## src/rtl/pc_redirect_ctrl_pkg.sv

```systemverilog
// ============================================================================
// Module  : pc_redirect_ctrl_pkg
// Brief   : Shared PC-select flag codes and redirect FSM state encoding.
// Revision: 1.0 - initial release
// ============================================================================
`default_nettype none

package pc_redirect_ctrl_pkg;

    // PC-select codes driven by branch control
    localparam logic [1:0] PC_SEQ  = 2'b00;
    localparam logic [1:0] PC_BR   = 2'b01;
    localparam logic [1:0] PC_JALR = 2'b10;
    localparam logic [1:0] PC_SYS  = 2'b11;

    typedef enum logic [1:0] {
        ST_RUN   = 2'b00,
        ST_FLUSH = 2'b01,
        ST_HALT  = 2'b10
    } state_t;

endpackage : pc_redirect_ctrl_pkg

`default_nettype wire

```

## src/rtl/pc_redirect_ctrl.sv

```systemverilog
// ============================================================================
// Module  : pc_redirect_ctrl
// Brief   : Fetch PC register with redirect/flush/halt FSM.
//           Optional macro PC_REDIRECT_PERF_EN adds the redirectCount port.
// Revision: 1.0 - initial release
// ============================================================================
`default_nettype none

module pc_redirect_ctrl
    import pc_redirect_ctrl_pkg::*;
#(
    parameter logic [31:0] RESET_PC     = 32'h0000_0000,
    parameter int          FLUSH_CYCLES = 1
) (
    input  logic        clk,
    input  logic        rst,
    input  logic [1:0]  flag,
    input  logic        stall,
    input  logic [31:0] branchTarget,
    input  logic [31:0] jalrTarget,
    input  logic [31:0] exPc,
    input  logic        resume,
    output logic [31:0] pc,
    output logic        flushIFID,
    output logic        flushIDEX,
    output logic        halted
`ifdef PC_REDIRECT_PERF_EN
    ,
    output logic [31:0] redirectCount
`endif
);

    localparam logic [1:0] c_cnt_init = 2'(FLUSH_CYCLES - 1);

    state_t      r_state;
    logic [31:0] r_pc;
    logic [1:0]  r_cnt;
    logic        r_flush;
    logic        r_halted;
`ifdef PC_REDIRECT_PERF_EN
    logic [31:0] r_redirect_cnt;
`endif

    logic [31:0] w_pc_inc;
    assign w_pc_inc = r_pc + 32'd4;

    // Flush/halted are computed from the next state so they line up with it.
    always_ff @(posedge clk) begin
        if (rst) begin
            r_pc     <= RESET_PC;
            r_state  <= ST_RUN;
            r_cnt    <= 2'd0;
            r_flush  <= 1'b0;
            r_halted <= 1'b0;
        end else begin
            case (r_state)
                ST_RUN: begin
                    case (flag)
                        PC_BR: begin
                            r_pc     <= branchTarget;
                            r_state  <= ST_FLUSH;
                            r_cnt    <= c_cnt_init;
                            r_flush  <= 1'b1;
                            r_halted <= 1'b0;
                        end
                        PC_JALR: begin
                            r_pc     <= jalrTarget & ~32'd1;
                            r_state  <= ST_FLUSH;
                            r_cnt    <= c_cnt_init;
                            r_flush  <= 1'b1;
                            r_halted <= 1'b0;
                        end
                        PC_SYS: begin
                            r_pc     <= exPc + 32'd4;
                            r_state  <= ST_HALT;
                            r_flush  <= 1'b1;
                            r_halted <= 1'b1;
                        end
                        default: begin
                            if (!stall) begin
                                r_pc <= w_pc_inc;
                            end
                            r_flush  <= 1'b0;
                            r_halted <= 1'b0;
                        end
                    endcase
                end
                ST_FLUSH: begin
                    if (!stall) begin
                        r_pc <= w_pc_inc;
                    end
                    if (r_cnt == 2'd0) begin
                        r_state <= ST_RUN;
                        r_flush <= 1'b0;
                    end else begin
                        r_cnt   <= r_cnt - 2'd1;
                        r_flush <= 1'b1;
                    end
                    r_halted <= 1'b0;
                end
                ST_HALT: begin
                    // fetch resumes from the exPc+4 captured on entry
                    if (resume) begin
                        r_state  <= ST_RUN;
                        r_flush  <= 1'b0;
                        r_halted <= 1'b0;
                    end
                end
                default: begin
                    r_state  <= ST_RUN;
                    r_flush  <= 1'b0;
                    r_halted <= 1'b0;
                end
            endcase
        end
    end

`ifdef PC_REDIRECT_PERF_EN
    always_ff @(posedge clk) begin
        if (rst) begin
            r_redirect_cnt <= 32'd0;
        end else if (r_state == ST_RUN && flag != PC_SEQ) begin
            r_redirect_cnt <= r_redirect_cnt + 32'd1;
        end
    end
    assign redirectCount = r_redirect_cnt;
`endif

    assign pc        = r_pc;
    assign flushIFID = r_flush;
    assign flushIDEX = r_flush;
    assign halted    = r_halted;

endmodule : pc_redirect_ctrl

`default_nettype wire
```

## config.mk

```make
export PLATFORM = sky130hd
export DESIGN_NAME = pc_redirect_ctrl
export DESIGN_NICKNAME = d
export VERILOG_FILES = /design/src/rtl/pc_redirect_ctrl_pkg.sv /design/src/rtl/pc_redirect_ctrl.sv
export SDC_FILE = /design/constraint.sdc
export NUM_CORES = 1
export LEC_CHECK = 0
export CAP_MARGIN = 20
export CORE_MARGIN = 2
export CORE_UTILIZATION = 48
export DETAILED_ROUTE_END_ITERATION = 8
export PLACE_DENSITY = 0.87
export SYNTH_ARGS = -nofsm -noshare
export SYNTH_HDL_FRONTEND = slang
export SYNTH_SLANG_ARGS = --single-unit
```

## constraint.sdc

```tcl
create_clock -name clk -period 4.6 [get_ports clk]
set_input_delay 0.92 -clock clk [delete_from_list [all_inputs] [get_ports clk]]
set_output_delay 0.92 -clock clk [all_outputs]
set_load 0.01 [all_outputs]
```

* Word-level counts from Yosys, hierarchy flattened
Cells that the tools add are included.
** Storage, ports and cells
- Register bits :: 38
- Input port bits :: 102
- Logic and storage cells :: 41
** Cells by class
- Multiplexer cells :: 16
- Equal/unequal tests :: 10
- Add/sub/neg operators :: 3
- Reduce and logical (&&, ||, !) cells :: 7
** Operators with widths (number)
- 32-bit one-hot mux with 3 select lines :: 1
- 32-bit by 3-bit adder with 32-bit output (second input constant) :: 2
- 32-bit one-hot mux with 2 select lines :: 1
- 32-bit 2-to-1 mux :: 1
- 2-bit 2-to-1 mux :: 4
- 2-bit != test (second input constant) :: 4
- 2-bit one-hot mux with 2 select lines :: 2
- 2-bit == test (second input constant) :: 3
- 2-bit one-hot mux with 3 select lines :: 1
- 3-bit AND reduction :: 2
- 2-bit by 1-bit == test with 1-bit output (second input constant) :: 2
- 2-bit logical NOT :: 2
- 1-bit 2-to-1 mux :: 4
- 3-bit by 2-bit != test with 1-bit output (second input constant) :: 1
- 1-bit one-hot mux with 3 select lines :: 1
- 3-bit OR reduction :: 1
- 1-bit one-hot mux with 2 select lines :: 1
- 2-bit nonzero test :: 1
- 2-bit OR reduction :: 1
- 2-bit by 1-bit subtractor with 2-bit output (second input constant) :: 1

* Logic depth before layout (Yosys ltp)
- Depth in word-level cells :: 4
- Mapped depth :: 9
- Mapped depth without buffers :: 7

* Worst setup path before layout
No wires, ideal clock.
- Kind :: input-to-reg
- Start point :: in exPc[4]
- End point :: reg r_pc[19] (netlist: pc[19])
- Path buffers :: 2
- Stages on the path :: 7
- Library setup time :: 103 ps
- Path slack :: 2064 ps
- Arrival time :: 2433 ps
- Path through :: buf_2 nand3_1 or4_1 buf_2 nor3_2 o21ai_1 a2111oi_2
** On the way
- Word-level cells in the longest chain between the ends :: 3
** Ends and longest elaborated chain
- from (decl) :: line pc_redirect_ctrl.sv:21 : input logic [31:0] exPc,
- 32-bit by 3-bit adder with 32-bit output :: line pc_redirect_ctrl.sv:74 : r_pc <= exPc + 32'd4;
- 32-bit one-hot mux with 3 select lines :: line pc_redirect_ctrl.sv:58 : case (flag)
- 32-bit one-hot mux with 2 select lines :: line pc_redirect_ctrl.sv:56 : case (r_state)
- to (signal assigned) :: line pc_redirect_ctrl.sv:60 : r_pc <= branchTarget;
- to (signal assigned) :: line pc_redirect_ctrl.sv:74
- to (signal assigned) :: line pc_redirect_ctrl.sv:81 : r_pc <= w_pc_inc;
- to (decl) :: line pc_redirect_ctrl.sv:36 : logic [31:0] r_pc;
Every way passes these cells.
A chain may end at the register's enable or synchronous reset.

* Final worst setup path
- Start point :: in flag[0]
- End point :: reg r_pc[24] (netlist: pc[24])
** On the way
- Word-level cells in the longest chain between the ends :: 3
- Elaborated cells on any way between the ends :: 5
** Ends and longest elaborated chain
- from (decl) :: line pc_redirect_ctrl.sv:17 : input logic [1:0] flag,
- 2-bit == test or 2-bit by 1-bit == test with 1-bit output (tied branches) :: line pc_redirect_ctrl.sv:58
- 32-bit one-hot mux with 3 select lines * :: line pc_redirect_ctrl.sv:58
- 32-bit one-hot mux with 2 select lines * :: line pc_redirect_ctrl.sv:56
- to (signal assigned) :: line pc_redirect_ctrl.sv:60
- to (signal assigned) :: line pc_redirect_ctrl.sv:67 : r_pc <= jalrTarget & ~32'd1;
- to (signal assigned) :: line pc_redirect_ctrl.sv:74
Every way passes the cells marked *; elsewhere a longest branch is shown, timed or not.

==> metrics.md <==
| Metric | Value |
|---|---|
| Status | completed |
| Nets@finish | 694 |
| Hold Violations, Final | 0 |
| Vias in the first global route | 4100 |
| Ant diodes | 0 |
| Req. time, crit path | 4.76 ns |
| Fin area | 0.004945 mm² |
| TritonCTS clock tree | done |
| CTS resizes | 0 |
| Ratio of final minimum period to clock period | 72.72% |
| Worst path slowest cell | or3_1 |
| Critical Path Sink Type | register |
| HP Start | pc[0] |
| Post-layout min period | 3.345 ns |
| Crit Path Class | in -> reg |
| Async SR Flop Fraction | 0% |
| Slew Limit Fails | 0 |
| Number of max-cap violations | 0 |
| Pleak | 1.724 nW |
| Total grt overflow | 0 |
| Reg2reg start | r_state[1] |
| Setup crit start kind | input port |
| Synth Cell Area | 0.003452 mm² |
| Setup repair bufs after CTS | 0 |
| H-tree levels | 2 |
| Root buf cell | clkbuf_8 |
| CTS Hold Bufs | 0 |
| Clock slew at reported path FFs | 0.08 ns |
| Area Growth Syn to Fin | 43.24% |
| Number of I/O port buffers | 135 |
| Post-synth EDFFs | 0 |
| Mapped Cells | 470 |
| First-pass GRT wire length | 20010 µm |
| Post-Place Cells | 673 |
| Non-filler cells, final | 682 |
| Clock sink total | 38 |
| Register bit total from synthesis | 38 |
| DR vias/cell | 6.554 |
| HPWL Detailed | 9947 µm |
| Avg WL per Cell | 19.56 µm |
| Clock Tree Buf Depth | 2 |
| Syn nets | 579 |
| Hold endpoint | pc[0] |
| Row count | 30 |
| CP delay by family, top | compound AO/OA/AOI/OAI gates |
| Total Neg Setup Slack | 0 ns |
| I/O pin cnt | 137 |
| Cell taking the most area after synthesis | dfxtp_1 |
| Peak Freq | 298.9 MHz |
| RSZ-0062 raised after global routing | no |
| Antenna violation net count after detailed routing | 0 |
| Antenna violations before repair | 0 |
| Die W | 88.81 µm |
| Top Metal Used | met4 |
| Final worst setup slack | 1.255 ns |
| R2R Path End | pc[24] |
| CP Max Fanout | 25 |
| Slew @ Worst Pin | 1.076 ns |
| DRT Wirelength | 13340 µm |
| Residual DRC count | 0 |
| Worst Hold Depth | 2 |
| R2r setup slk | 2.07 ns |
| Total vias in the final route | 4470 |
| Hold WS | 0.5025 ns |
| # setup viols final | 0 |
| Met3 WL post-DR | 1188 µm |
| Pin count of the biggest net entering global routing | 39 |
| WP buf/inv | 2 |
| Layout cells sized above 1 | 5.290% |
| Initial DRC count | 440 |
| Commonest cells in the netlist | nand2_1 (40), dfxtp_1 (38), a21oi_1 (33), nor2_1 (33), nor3_1 (32) |
| Cell with the most instances after synthesis | nand2_1 |
| Setup WS pre-CTS | 1.056 ns |
| Yosys warns | 0 |
| Met2 routed WL | 6175 µm |
| Worst clock skew | 0.008282 ns |
| Post-Syn Area per Cell | 7.345 µm² |
| DRT Pass-1 Iters | 6 |
| Placer congestion estimate | 0.9405 |
| CP Data Arrival Time | 3.51 ns |
| Cell Chain, Critical Path | clkdlybuf4s50_1 > inv_1 > ha_1 > or3_1 > a221oi_1 > a21oi_1 > o31ai_1 > a211oi_1 |
| DP Area | 0.004826 mm² |
| Clock latency on the worst-skew pair | 0.30 ns |
| Total power | 1.109 mW |
| Worst hold path type | reg -> reg |
| Sequential fraction of the synthesis area | 22.04% |
| Die Footprint | 0.007886 mm² |
| Top cells by area, synth | dfxtp_1 (22%), a21oi_1 (4.8%), nor3_1 (4.6%), nand2_1 (4.3%), nor2_1 (3.6%) |
| Wl on met1 | 5321 µm |
| PwrDens | 224.3 mW/mm² |
| Worst ir drop on vdd | 0.1660 mV |
| Top FF cell, synth | dfxtp_1 |
| Synth top area share | 22.04% |
| GRT Total Usage | 33.08% |
| Initial Utilization | 50.26% |
| Die Y | 88.81 µm |
| CTS buffer count | 5 |
| Post-synthesis cell type count | 64 |
| Max stage delay on crit path | 0.76 ns |
| Core area | 0.006869 mm² |
| Fin util | 71.99% |
| Worst Reg-to-Reg Cells | 5 |
| Slew headroom | 28.29% |
## cell usage in the layout (no fill, tap or decap), drive strengths merged, types with 3 or more instances in the layout
cell type | synthesis | routed
nand2 | 40 | 40
nor2b | 5 | 5
and2 | 3 | 3
o31ai | 4 | 4
clkdlybuf4s50 | 0 | 135
nand4 | 12 | 12
o21a | 6 | 6
inv | 17 | 17
ha | 7 | 7
a221o | 11 | 11
a21oi | 34 | 34
a311oi | 3 | 3
nor2 | 34 | 34
nor4 | 18 | 18
xor2 | 7 | 7
nand3 | 24 | 24
or3 | 4 | 4
o21ai | 16 | 16
a2111oi | 9 | 9
a222oi | 5 | 5
nor3 | 33 | 33
dfxtp | 38 | 38
a31oi | 13 | 13
buf | 11 | 8
and3 | 10 | 10
or4 | 4 | 4
clkbuf | 24 | 7
and4 | 5 | 5
mux2i | 3 | 3
a22oi | 5 | 5
a221oi | 13 | 13
xnor2 | 8 | 8
a211o | 3 | 3
a211oi | 13 | 13
## worst register-to-register path, cell delays in order, from the launching register on
cell,delay [ns]
dfxtp_1,0.53
or3_1,0.89
a221oi_1,0.67
a21oi_1,0.15
o31ai_1,0.09
a211oi_1,0.06
## metal layers
layer / track usage, % / vias up
li1: - / 2075
met1: 40.43 / 2085
met2: 55.90 / 269
met3: 5.224 / 41
met4: 17.08 / 0
met5: 0 / -
## final cells by class
cell class | count | area (µm²)
Clock buffer | 7 | 86.33
Clock inverter | 1 | 5.005
Fill cell | 580 | 1924
Inverter | 17 | 63.81
Multi-Input combinational cell | 380 | 2477
Sequential cell | 38 | 760.7
Tap cell | 96 | 120.1
Timing Repair Buffer | 143 | 1431
## cells by family after synthesis
| group | count (synthesis) | share of synthesized area (%) |
|---|---|---|
| compound gates | 152 | 32.80 |
| fa+ha+maj | 7 | 2.537 |
| xor+xnor | 15 | 3.806 |
| simple gates | 202 | 31.42 |
| buf+inv | 52 | 6.198 |
| flops | 38 | 22.04 |
| mux | 4 | 1.196 |
## worst max path at each step
stage,startpoint,to,slack (ns),depth (start not counted)
3_3_place_gp,flag[0],pc[24],1.10,8
2_1_floorplan,exPc[4],pc[19],2.06,7
4_1_cts,flag[0],pc[24],1.36,8
6_report,flag[0],pc[24],1.25,8
5_1_grt,flag[0],pc[24],1.18,8
3_5_place_dp,flag[0],pc[24],1.06,8
## report_power, final
part	internal [mW]	leakage [nW]	switching (mW)
Combinational	0.232	1.36	0.214
Clock	0.121	0.0482	0.126
Sequential	0.365	0.314	0.0510
Total	0.718	1.72	0.391
## registers in the layout, summed over array words and instances, names as in the netlist
register   flops
flushIDEX      1
halted         1
pc            32
r_cnt          2
r_state        2
Note: power is estimated with default switching activity, not from simulation.
